[src/rtl/alu_pipe_pkg.sv]
// Shared constants for the ALU output pipeline.
package alu_pipe_pkg;
    localparam int ALU_W              = 32;
    localparam int ALU_PIPE_MAX_DEPTH = 8;
    localparam int ALU_STALL_CNT_W    = 16;
endpackage

[src/rtl/alu_pipe_stage.sv]
// One valid/data register slice of the ALU output pipeline.
module alu_pipe_stage
    import alu_pipe_pkg::*;
#(
    parameter int WIDTH = ALU_W
) (
    input  logic             clk,
    input  logic             reset_n,
    input  logic             flush,
    input  logic             up_valid,
    input  logic [WIDTH-1:0] up_data,
    input  logic             down_ready,
    output logic             ready,
    output logic             valid,
    output logic [WIDTH-1:0] data
);

    assign ready = !valid || down_ready;

    always_ff @(posedge clk or negedge reset_n) begin
        if (!reset_n) begin
            valid <= 1'b0;
            data  <= '0;
        end else begin
            if (flush) begin
                valid <= 1'b0;
            end else if (ready) begin
                valid <= up_valid;
            end
            // data only moves with a real result, keeping the datapath quiet on bubbles
            if (!flush && ready && up_valid) begin
                data <= up_data;
            end
        end
    end

endmodule

[src/rtl/alu_out_pipe.sv]
// DEPTH-stage elastic pipe for ALU results with flush and occupancy count.
// Optional stall-cycle counter enabled by ALU_OUT_PIPE_STALL_CNT_EN.
module alu_out_pipe
    import alu_pipe_pkg::*;
#(
    parameter int WIDTH = ALU_W,
    parameter int DEPTH = 2,
    parameter int CNTW  = $clog2(DEPTH + 1)
) (
    input  logic             clk,
    input  logic             reset_n,
    input  logic             in_valid,
    input  logic [WIDTH-1:0] in_data,
    output logic             in_ready,
    output logic             out_valid,
    output logic [WIDTH-1:0] out_data,
    input  logic             out_ready,
    input  logic             flush,
    output logic [CNTW-1:0]  occupancy
`ifdef ALU_OUT_PIPE_STALL_CNT_EN
    ,
    output logic [ALU_STALL_CNT_W-1:0] stall_cycles
`endif
);

    if (DEPTH < 1 || DEPTH > ALU_PIPE_MAX_DEPTH) begin : g_bad_depth
        $error("alu_out_pipe: DEPTH must be within 1..%0d", ALU_PIPE_MAX_DEPTH);
    end

    logic             v   [DEPTH];
    logic [WIDTH-1:0] d   [DEPTH];
    logic             rdy [DEPTH];
    logic             push;
    logic             pop;

    assign in_ready  = rdy[0] && !flush;
    assign push      = in_valid && in_ready;
    assign out_valid = v[DEPTH-1];
    assign out_data  = d[DEPTH-1];
    assign pop       = out_valid && out_ready;

    for (genvar k = 0; k < DEPTH; k++) begin : g_stage
        logic             src_valid;
        logic [WIDTH-1:0] src_data;
        logic             dst_ready;

        if (k == 0) begin : g_head_in
            assign src_valid = push;
            assign src_data  = in_data;
        end else begin : g_chain_in
            assign src_valid = v[k-1];
            assign src_data  = d[k-1];
        end

        if (k == DEPTH - 1) begin : g_tail_out
            assign dst_ready = out_ready;
        end else begin : g_chain_out
            assign dst_ready = rdy[k+1];
        end

        alu_pipe_stage #(.WIDTH(WIDTH)) u_stage (
            .clk        (clk),
            .reset_n    (reset_n),
            .flush      (flush),
            .up_valid   (src_valid),
            .up_data    (src_data),
            .down_ready (dst_ready),
            .ready      (rdy[k]),
            .valid      (v[k]),
            .data       (d[k])
        );
    end

    // Tracked incrementally so it lands on the same edge as the valid bits.
    always_ff @(posedge clk or negedge reset_n) begin
        if (!reset_n) begin
            occupancy <= '0;
        end else if (flush) begin
            occupancy <= '0;
        end else if (push && !pop) begin
            occupancy <= occupancy + CNTW'(1);
        end else if (pop && !push) begin
            occupancy <= occupancy - CNTW'(1);
        end
    end

`ifdef ALU_OUT_PIPE_STALL_CNT_EN
    always_ff @(posedge clk or negedge reset_n) begin
        if (!reset_n) begin
            stall_cycles <= '0;
        end else if (flush) begin
            stall_cycles <= '0;
        end else if (out_valid && !out_ready && (stall_cycles != '1)) begin
            stall_cycles <= stall_cycles + 1'b1;
        end
    end
`endif

endmodule

[config.mk]
export PLATFORM = sky130hd
export DESIGN_NAME = alu_out_pipe
export DESIGN_NICKNAME = d
export VERILOG_FILES = /design/src/rtl/alu_pipe_pkg.sv /design/src/rtl/alu_pipe_stage.sv /design/src/rtl/alu_out_pipe.sv
export SDC_FILE = /design/constraint.sdc
export NUM_CORES = 1
export LEC_CHECK = 0
export ABC_AREA = 1
export CORE_MARGIN = 2
export CORE_UTILIZATION = 50
export CTS_BUF_LIST = sky130_fd_sc_hd__clkbuf_4 sky130_fd_sc_hd__clkbuf_8
export DETAILED_ROUTE_END_ITERATION = 12
export DONT_BUFFER_PORTS = 1
export PLACE_DENSITY = 0.69
export SETUP_SLACK_MARGIN = 0.5
export SLEW_MARGIN = 25
export SYNTH_ARGS = -nofsm -noshare
export SYNTH_HDL_FRONTEND = slang
export SYNTH_SLANG_ARGS = --single-unit
[constraint.sdc]
create_clock -name clk -period 1.45 [get_ports clk]
set_input_delay 0.435 -clock clk [delete_from_list [all_inputs] [get_ports clk]]
set_output_delay 0.435 -clock clk [all_outputs]
set_load 0.01 [all_outputs]
# [After elaboration in Yosys (flattened, before gate mapping)]
# Cells that the tools add are included.
[totals] ff_bits=68 mem_count=0 rom_bits=0 mem_bits_rw=0 latchBits=0 out_inout_bits=36
[op_classes] n_addsub=2 mul=0 order_cmp=0 div=0 shift=0 mux=7 n_bitwise=0 n_eq_ne=0 n_reduce_logical=18
[op_table] operator="$logic_and A1 B1 Y1" n=8
[op_table] operator="$mux W2" n=3
[op_table] operator="$logic_not A1 Y1" n=5
[op_table] operator="$mux W1" n=4
[op_table] operator="$reduce_bool A2 Y1" n=2
[op_table] operator="$reduce_bool A3 Y1" n=1
[op_table] operator="$add A2 B1 Y2 const B" n=1
[op_table] operator="$logic_or A1 B1 Y1" n=2
[op_table] operator="$sub A2 B1 Y2 const B" n=1

# [Depth between registers and ports, before layout]
# Gate-level depths: netlist of the first run.
[logic_depth] ltp_word=10 mapped_depth=9 ltp_nobuf=8

# [Modules after synthesis]
# From an unflattened synthesis of the first run, not the netlist that was laid out.
[unflattened] hier_cells=316 hier_area_um2=2821.5
[modules_own_cells] mod="alu_pipe_stage" area_per_inst_um2=1326.3 instances=2 cells_each=144 seq_area_each_um2=825.8
[modules_own_cells] mod="alu_out_pipe" area_per_inst_um2=168.9 instances=1 cells_each=28 seq_area_each_um2=50.0

# [Worst setup path after synthesis of the first run]
# No wires, ideal clock.
[synth_path] kind="input -> register" from="input port out_ready" to="register g_stage[0].u_stage.valid" setup_time_ps=129 t_arrival_ps=1053 slack_ps=268 path_stages=6 t_required_ps=1321 n_path_buf=2 cell_sequence="inv_1 > nand3_2 > nand3_2 > buf_6 > buf_6 > o21ai_0"
[synth_between] elab_chain_cells=6
[synth_lines] item="start, declared" line="alu_out_pipe.sv:17" rtl="input logic out_ready,"
[synth_lines] item="$logic_or A1 B1 Y1 * (2 in a row)" line="alu_pipe_stage.sv:18" rtl="assign ready = !valid || down_ready;"
[synth_lines] item="$logic_and A1 B1 Y1" line="alu_out_pipe.sv:36" rtl="assign in_ready = rdy[0] && !flush;"
[synth_lines] item="$logic_and A1 B1 Y1" line="alu_out_pipe.sv:37" rtl="assign push = in_valid && in_ready;"
[synth_lines] item="$mux W1" line="alu_pipe_stage.sv:27" rtl="end else if (ready) begin"
[synth_lines] item="$mux W1" line="alu_pipe_stage.sv:25" rtl="if (flush) begin"
[synth_lines] item="end signal, assigned" line="alu_pipe_stage.sv:28" rtl="valid <= up_valid;"
[synth_lines] item="end, declared" line="alu_pipe_stage.sv:14" rtl="output logic valid,"
# Every way passes the cells marked *; elsewhere a longest branch is shown, timed or not. The select of a mux whose other input is x is not followed.
# A chain may end at the register's enable or synchronous reset.

# [Worst setup path in the final report of the first run]
[layout_path] from="register g_stage[1].u_stage.valid" to="output port in_ready"
[layout_between] elab_chain_cells=4
[layout_lines] item="start, declared" line="alu_pipe_stage.sv:14"
[layout_lines] item="start signal, assigned" line="alu_pipe_stage.sv:28"
[layout_lines] item="$logic_not A1 Y1" line="alu_pipe_stage.sv:18"
[layout_lines] item="$logic_or A1 B1 Y1 (2 in a row)" line="alu_pipe_stage.sv:18"
[layout_lines] item="$logic_and A1 B1 Y1" line="alu_out_pipe.sv:36"
[layout_lines] item="end, declared" line="alu_out_pipe.sv:14" rtl="output logic in_ready,"
# Every way passes these cells.

==> flow_summary.toml, run 1 <==
[pwr]
peakVddDrop_v = 0.000613
power_density_mw_per_mm2 = 1300
p_leak_nw = 1.66
power_mw = 4.58

[setup_path]
cp-end-kind = "primary output"
critPathArrivalTime_ps = 990
critPathMaxFanout = 4
worst_setup_path_start_kind = "register"
ff2ff_setup_slack_ps = 50
max_stage_delay_ps = 460
required_ps = 1020
path_delay_family = "flip-flops"
critPathBufInv = 1
cp_slowest_cell = "dfrtp_2"
crit_chain = "nand3_4 > nand2_2 > inv_2"
path_class = "register to primary output"

[outcome]
failed_checks = "hold timing"
status = "finished with violations"

[logic_synthesis]
synth_top_cells_by_count = "dfrtp_1 (68), nand2_1 (45), inv_1 (36)"
synth_top_family_by_area = "compound AO/OA/AOI/OAI gates"
synthAdderAreaFrac_pct = 0
yosys.area_share.simple_pct = 13.2
synth-seq-cells = 68
synth_fp_nets = 308
yosysTopAreaCell = "dfrtp_1"
synth_compound_area_share_pct = 14.0
synth_xor_area_share_pct = 0.322
synth_top_area_share_pct = 62.6
muxShareOfSynthArea_pct = 0
synth_cell_types = 19
postSynthAreaPerCell_sq_um = 10.0
yosysMostFrequentCell = "dfrtp_1"
synth_edf_count = 0
syn_area_sq_mm = 0.00272
netlist_instances = 271
synthFlopType = "dfrtp_1"
synthTopCellsByArea = "dfrtp_1 (63%), nand2_1 (6.2%), inv_1 (5.0%)"
async_reset_ff_share_pct = 100
yosysWarnings = 0
synth_seq_area_share_pct = 62.6

[clocking]
htree_levels = 3
cts_buffers = 9
clkLatencyLatePin_ps = 330
cts_tree = "yes"
clk_pin_slew_ps = 70
cts_sinks = 68
root_buffer = "clkbuf_8"
clockBufferDepth = 2

[placement]
dp_slack_ps = 169
io_buffers = 0
dp_hpwl_microns = 3170
dp_cells = 332
place.gp.congestion = 0.715

[final_layout]
final_core_util_pct = 67.9
antennaDiodeCount = 0
instances_no_fill = 363
nets = 326
drive_gt1_share_pct = 37.2
area_growth_pct = 29.1

[sta]
holdWs_ps = -209
setup_viol = 0
max_slew_margin_pct = 85.8
clock.fmax_ghz = 0.701
hold_viol_final = 68
setup_ws_ps = 23.8
worst_pin_slew_ps = 212
skew_ps = 6.54
min_period_ps = 1430
post-route-period-util_pct = 98.4
rsz0062_at_grt = "yes"
slew_viol_final = 0

[route]
drc = 0
drt_iter0_markers = 113
wl_per_cell_microns = 15.7
wirelength_microns = 5700
drt-pass1-iter-count = 4
vias = 1862
ant_nets = 0
vias_per_cell = 5.13

[hold_path]
worstHoldPathType = "input pin to async pin"

[global_routing]
grt_pass1_vias = 1882
grtUsageTotal_pct = 19.4
grt-ovfl-total = 0
grt_pass1_wl_microns = 9040
antenna_found_initial = 0
grt_max_degree = 69

[floorplan]
start_util_pct = 52.5
rows = 26
die_height_microns = 77.7
fp.dieW_microns = 77.7
die-area_sq_mm = 0.00604
core_sq_mm = 0.00517
io_pins = 73

[job]
maxCapViolations = 0
[registers in the layout, summed over array words and instances (netlist names)]
register / cells
occupancy: 2
g_stage.u_stage.data: 64
g_stage.u_stage.valid: 2
[layout by cell type, fill, tap and decap left out, types with 5 or more instances in the layout]
master / count
dfrtp_1: 65
nand2_1: 42
inv_1: 34
a21oi_2: 28
nor2_4: 20
o21ai_0: 19
o21ai_1: 15
nor2_2: 12
clkbuf_8: 11
buf_6: 6
buf_12: 5
[stage by stage]
step,cell area [sq um],setup TNS [ps]
after floorplan,2850,0
after global placement,2870,0
after detailed placement,2870,0
after CTS,3310,-23.8
after global routing,3510,-49.0
final,3510,0
[layout make-up]
type | count | area [sq um]
clock inverters | 2 | 10.0
flip-flops and latches | 68 | 1710
fillers | 384 | 1660
clock buffers | 13 | 166
well taps | 70 | 87.6
inverters | 37 | 154
repair buffers | 21 | 373
multi-input cells | 152 | 1010
[worst paths after layout]
path,start,end,depth (start not counted)
setup / recovery,g_stage[1].u_stage.valid$_DFFE_PN0P_,in_ready,3
hold / removal,reset_n,g_stage[0].u_stage.data[20]$_DFFE_PN0P_,0
setup reg to reg,g_stage[1].u_stage.valid$_DFFE_PN0P_,g_stage[0].u_stage.data[13]$_DFFE_PN0P_,8
hold reg to reg,g_stage[0].u_stage.data[26]$_DFFE_PN0P_,g_stage[0].u_stage.data[26]$_DFFE_PN0P_,2
max in group asynchronous,reset_n,g_stage[1].u_stage.valid$_DFFE_PN0P_,0
min in group clk,flush,g_stage[0].u_stage.valid$_DFFE_PN0P_,1
[layer usage]
metal  vias up  share of wire (%)  track usage, %
li1        889                  -               -
met1       904                 43            25.6
met2        62                 48            29.1
met3         7                8.1            6.40
met4         0                1.1            9.11
met5         -                  0               0
[power by group]
group / internal [mW] / leakage (nW) / switching [mW] / total, mW
clock: 0.738 / 0.0961 / 0.664 / 1.40
combinational: 0.309 / 0.780 / 0.345 / 0.653
sequential: 2.23 / 0.786 / 0.293 / 2.52
total: 3.27 / 1.66 / 1.30 / 4.58
[kinds of logic (layout without fill, tap and decap cells)]
group           after synthesis  in the layout
simple gates                 84             84
buf+inv                      51             73
flops                        68             68
compound gates               67             67
xor+xnor                      1              1
[timing repair]
item,CTS,global route
resized for setup,39,29
endpoints found under the hold margin,68,68
setup buffers,8,1
pin swaps,1,5
setup endpoints to repair,103,104
cloned,3,4
(Power assumes the default switching activity.)
==> inputs of run 2 (changes only) <==
--- a/config.mk
+++ b/config.mk
@@ -12,6 +12,7 @@
 export DETAILED_ROUTE_END_ITERATION = 12
 export DONT_BUFFER_PORTS = 1
 export PLACE_DENSITY = 0.69
+export REMOVE_ABC_BUFFERS = 1
 export SETUP_SLACK_MARGIN = 0.5
 export SLEW_MARGIN = 25
 export SYNTH_ARGS = -nofsm -noshare
==> run 2 against run 1 <==
Against the previous run: via count fell by 9.0%; die area unchanged; non-clock buffer count decreased by 13; sequential power is essentially flat; global-route usage shrank 2.5 points; worst hold slack better by 5.9 ps; clock power is 4% lower; the flow still finishes with violations (hold timing); final area decreased by 15%; critical endpoint unchanged; total power down 5.4%; largest cell class unchanged; core utilization decreased by 10 points; clock skew barely moved; count of clock-buffer cells in the layout unchanged.
==> flow_summary.toml, run 2 (synthesis gave the netlist of run 1 again) <==
[outcome]
status = "finished with violations"
failed_checks = "hold timing"

[clocking]
clk_pin_slew_ps = 70
clockBufferDepth = 2
root_buffer = "clkbuf_8"
clkLatencyLatePin_ps = 320
cts_tree = "yes"
htree_levels = 3
cts_sinks = 68
cts_buffers = 9

[final_layout]
antennaDiodeCount = 0
area_growth_pct = 9.16
fillers = 466
final_core_util_pct = 57.4
top_register = "g_stage.u_stage.data"
drive_gt1_share_pct = 17.1
largest_register_ffs = 64
mostFrequentLayoutCells = "dfrtp_1 (67), nand2_1 (45), inv_1 (35)"
final_common_cell = "dfrtp_1"
nets = 313
reg.largest.list = "g_stage.u_stage.data x64, g_stage.u_stage.valid x2, occupancy x2"

[sta]
hold_viol_final = 68
holdWs_ps = -203
skew_ps = 6.87
worst_pin_slew_ps = 191
post-route-period-util_pct = 95.5
slew_viol_final = 0
setup_viol = 0
min_period_ps = 1390
clock.fmax_ghz = 0.722
max_slew_margin_pct = 87.2
rsz0062_at_grt = "yes"

[floorplan]
fp.dieW_microns = 77.7
core_sq_mm = 0.00517
rows = 26
io_pins = 73
die-area_sq_mm = 0.00604
die_height_microns = 77.7
start_util_pct = 52.5

[setup_path]
worst_setup_path_start_kind = "register"
required_ps = 1020
startpoint = "g_stage[1].u_stage.valid$_DFFE_PN0P_"
path_class = "register to primary output"
cp-end-kind = "primary output"
critPathMaxFanout = 3
r2r-start = "g_stage[1].u_stage.valid$_DFFE_PN0P_"
critPathArrivalTime_ps = 950

[pwr]
swShare_pct = 26.9
peakVddDrop_v = 0.000755
power_density_mw_per_mm2 = 1460
p_clk_share_pct = 31.3
power_mw = 4.33
power_frac_comb_pct = 10.6
p_sw_mw = 1.16
p_leak_nw = 1.51
seqPwrFrac_pct = 58.1
intPower_mw = 3.16

[hold_path]
worstHoldPathType = "input pin to async pin"

[route]
drt_iter0_markers = 64
wl_per_cell_microns = 13.1
vias = 1695
drc = 0
wirelength_microns = 4600
vias_per_cell = 4.84
ant_nets = 0
drt-pass1-iter-count = 4

[global_routing]
grt-ovfl-total = 0
grt_pass1_wl_microns = 7890
antenna_found_initial = 0
grtUsageTotal_pct = 16.9
grt_util_met3_pct = 5.35
use_met2_pct = 25.1
busiest_layer = "met2"
met1_usage_pct = 21.7
grt_pass1_vias = 1707
grt_max_degree = 69

[placement]
place.gp.congestion = 0.775
io_buffers = 0
dp_hpwl_microns = 3100

[job]
maxCapViolations = 0
run 2: changes by cell type in the layout (fill, tap and decap cells not counted), sizes merged:
cell    previous run  this run
buf               17         8
clkbuf            17        13
run 2: worst paths after layout:
path / end / slack, ps / cells past startpoint
min reg2reg: g_stage[0].u_stage.data[5]$_DFFE_PN0P_ / 500 / 2
max in group asynchronous: occupancy[0]$_DFFE_PN0P_ / 1550 / 0
min in group clk: g_stage[1].u_stage.valid$_DFFE_PN0P_ / 220 / 1
max: in_ready / 60 / 3
max reg2reg: occupancy[1]$_DFFE_PN0P_ / 150 / 8
min: g_stage[1].u_stage.data[23]$_DFFE_PN0P_ / -200 / 0
run 2: cell type report:
cell class,instances,area (sq um),share of cell area [%]
clock inverters,2,10.0,0.337
well taps,70,87.6,2.95
inverters,37,139,4.68
flip-flops and latches,68,1700,57.4
repair buffers,8,114,3.84
clock buffers,13,166,5.61
multi-input cells,152,747,25.2
run 2: routing by layer:
| metal | wire length (microns) | up-vias |
|---|---|---|
| li1 | - | 855 |
| met1 | 2040 | 773 |
| met2 | 2120 | 59 |
| met3 | 361 | 8 |
| met4 | 82 | 0 |
| met5 | 0 | - |
run 2: what timing repair did:
| action | in CTS | in global routing |
|---|---|---|
| buffers inserted | 2 | 0 |
| endpoints found under the setup margin | 103 | 104 |
| gates resized for setup | 4 | 4 |
| pin swaps | 1 | 1 |
| endpoints found under the hold margin | 68 | 68 |
run 2: per-stage QoR:
step	cell area, sq um	instances	setup slack (ps)	setup TNS, ps
after global placement	2760	333	220	0
after CTS	2960	350	52.6	0
after global routing	2970	350	23.6	0
after detailed placement	2760	333	145	0
after floorplan	2590	257	-591	-19300
final	2970	350	64.7	0
run 2: power by group through the flow:
stage               Clock (mW)  Sequential (mW)  Combinational, mW
finish                    1.35             2.51              0.460
CTS                       1.42             2.52              0.468
floorplan                    0             2.50              0.362
global placement             0             2.54              0.433
detailed placement           0             2.55              0.459
global route              1.48             2.55              0.555
run 2: worst max-delay path, cell delays in order, from the launching register on:
cell	delay, ps
dfrtp_1	410
nand3_2	90
nand2_1	60
inv_2	70
==> inputs of run 3 (changes only) <==
--- a/config.mk
+++ b/config.mk
@@ -7,11 +7,12 @@
 export LEC_CHECK = 0
 export ABC_AREA = 1
 export CORE_MARGIN = 2
-export CORE_UTILIZATION = 50
+export CORE_UTILIZATION = 34
 export CTS_BUF_LIST = sky130_fd_sc_hd__clkbuf_4 sky130_fd_sc_hd__clkbuf_8
 export DETAILED_ROUTE_END_ITERATION = 12
 export DONT_BUFFER_PORTS = 1
-export PLACE_DENSITY = 0.69
+export HOLD_SLACK_MARGIN = 0.05
+export PLACE_DENSITY = 0.52
 export REMOVE_ABC_BUFFERS = 1
 export SETUP_SLACK_MARGIN = 0.5
 export SLEW_MARGIN = 25
==> run 3 against run 2 <==
Against the previous run: maximum frequency about the same; the flow still finishes with violations (hold timing); highest routed layer unchanged; total power grew 16%; global-route usage shrank 4.5 points.
==> flow_summary.toml, run 3 (synthesis gave the netlist of run 1 again) <==
[clocking]
clockBufferDepth = 2
clkLatencyLatePin_ps = 330
root_buffer = "clkbuf_8"
htree_levels = 3
cts_sinks = 68
cts_tree = "yes"
clk_pin_slew_ps = 80
cts_buffers = 9

[pwr]
power_density_mw_per_mm2 = 1630
p_leak_nw = 1.54
peakVddDrop_v = 0.000585

[global_routing]
grt_pass1_wl_microns = 8200
grtUsageTotal_pct = 12.4
grt-ovfl-total = 0
grt_pass1_vias = 1634
antenna_found_initial = 0
grt_max_degree = 69

[final_layout]
reg.largest.list = "g_stage.u_stage.data x64, g_stage.u_stage.valid x2, occupancy x2"
antennaDiodeCount = 0
final_common_cell = "dfrtp_1"
top_register = "g_stage.u_stage.data"
final_core_util_pct = 39.9
area_growth_pct = 13.4
fin_area_sq_mm = 0.00308
drive_gt1_share_pct = 17.1
mostFrequentLayoutCells = "dfrtp_1 (67), nand2_1 (45), inv_1 (35)"
largest_register_ffs = 64
nets = 312

[setup_path]
ff2ff_setup_slack_ps = 150
path_class = "register to primary output"
startpoint = "g_stage[1].u_stage.valid$_DFFE_PN0P_"
critPathArrivalTime_ps = 950
crit_end = "in_ready"
worst_setup_path_start_kind = "register"
cp-end-kind = "primary output"
critPathMaxFanout = 3
worstRegToRegCells = 6
required_ps = 1020
r2r-start = "g_stage[1].u_stage.valid$_DFFE_PN0P_"
r2r-end = "g_stage[0].u_stage.data[3]$_DFFE_PN0P_"

[hold_path]
worstHoldPathType = "input pin to async pin"

[floorplan]
rows = 32
die_height_microns = 93.4
die-area_sq_mm = 0.00872
start_util_pct = 35.2
fp.dieW_microns = 93.4
core_sq_mm = 0.00773
io_pins = 73

[route]
drc = 0
wl_per_cell_microns = 12.9
drt-pass1-iter-count = 5
vias_per_cell = 4.42
wirelength_microns = 4910
vias = 1687
ant_nets = 0
drt_iter0_markers = 66

[sta]
skew_ps = 4.89
clock.fmax_ghz = 0.722
holdWs_ps = -210
rsz0062_at_grt = "yes"
setup_viol = 0
post-route-period-util_pct = 95.6
slew_viol_final = 0
max_slew_margin_pct = 86.4
worst_pin_slew_ps = 201
min_period_ps = 1390
hold_viol_final = 68

[placement]
io_buffers = 0
dp_hpwl_microns = 3160
place.gp.congestion = 0.787
place_area_sq_mm = 0.00280

[outcome]
failed_checks = "hold timing"
status = "finished with violations"

[job]
maxCapViolations = 0
run 3: cell types whose count changed in the layout (fill, tap and decap cells not counted):
cell	previous run	this run
bufinv_16	0	4
clkbuf_4	2	0
clkbuf_8	11	9
o21ai_0	22	20
o21ai_1	12	14
buf_6	1	0
clkinv_4	0	1
run 3: worst min path at each step:
stage               startpoint                                      end  slack [ps]  cells past startpoint
global route           reset_n  g_stage[1].u_stage.data[16]$_DFFE_PN0P_        -250                      0
detailed placement     reset_n  g_stage[1].u_stage.data[31]$_DFFE_PN0P_         140                      0
CTS                    reset_n  g_stage[1].u_stage.data[16]$_DFFE_PN0P_        -240                      0
finish                 reset_n  g_stage[1].u_stage.data[31]$_DFFE_PN0P_        -210                      0
global placement       reset_n  g_stage[1].u_stage.data[31]$_DFFE_PN0P_         140                      0
floorplan              reset_n   g_stage[0].u_stage.data[0]$_DFFE_PN0P_         140                      0
run 3: worst max-delay path, stage by stage, from the launching register on:
cell,delay (ps)
dfrtp_1,420
nand3_2,80
nand2_1,60
inv_2,70
run 3: area by class of cell:
type / instances / area, sq um
Clock buffer: 9 / 124
Clock inverter: 7 / 139
Fill cell: 770 / 4650
Inverter: 37 / 139
Multi-Input combinational cell: 152 / 747
Sequential cell: 68 / 1700
Tap cell: 102 / 128
Timing Repair Buffer: 7 / 103
run 3: metrics by stage:
stage	instances	total power, mW	hold WS [ps]	TNS [ps]	setup slack, ps
after CTS	382	5.08	-235	0	29.1
after global routing	382	5.29	-247	0	2.98
final	382	5.01	-210	0	64.4
after floorplan	257	2.86	139	-19300	-591
after global placement	364	2.99	141	0	218
after detailed placement	364	3.01	141	0	184
run 3: metal layers:
metal	up-vias	share of wire [%]	track usage [%]
met4	0	1.8	5.88
met5	-	0	0
li1	852	-	-
met3	9	7.9	5.08
met1	777	47	16.4
met2	49	44	17.6
run 3: where the power goes:
part | switching [mW] | internal, mW | total [mW]
logic | 0.261 | 0.197 | 0.459
clock network | 0.727 | 1.31 | 2.04
registers | 0.285 | 2.22 | 2.51
run 3: timing repair:
item / 4_1_cts / 5_1_grt
endpoints found under the hold margin: 68 / 68
resized for setup: 2 / 4
pin swaps: 1 / 0
setup buffers: 2 / 0
endpoints found under the setup margin: 104 / 104
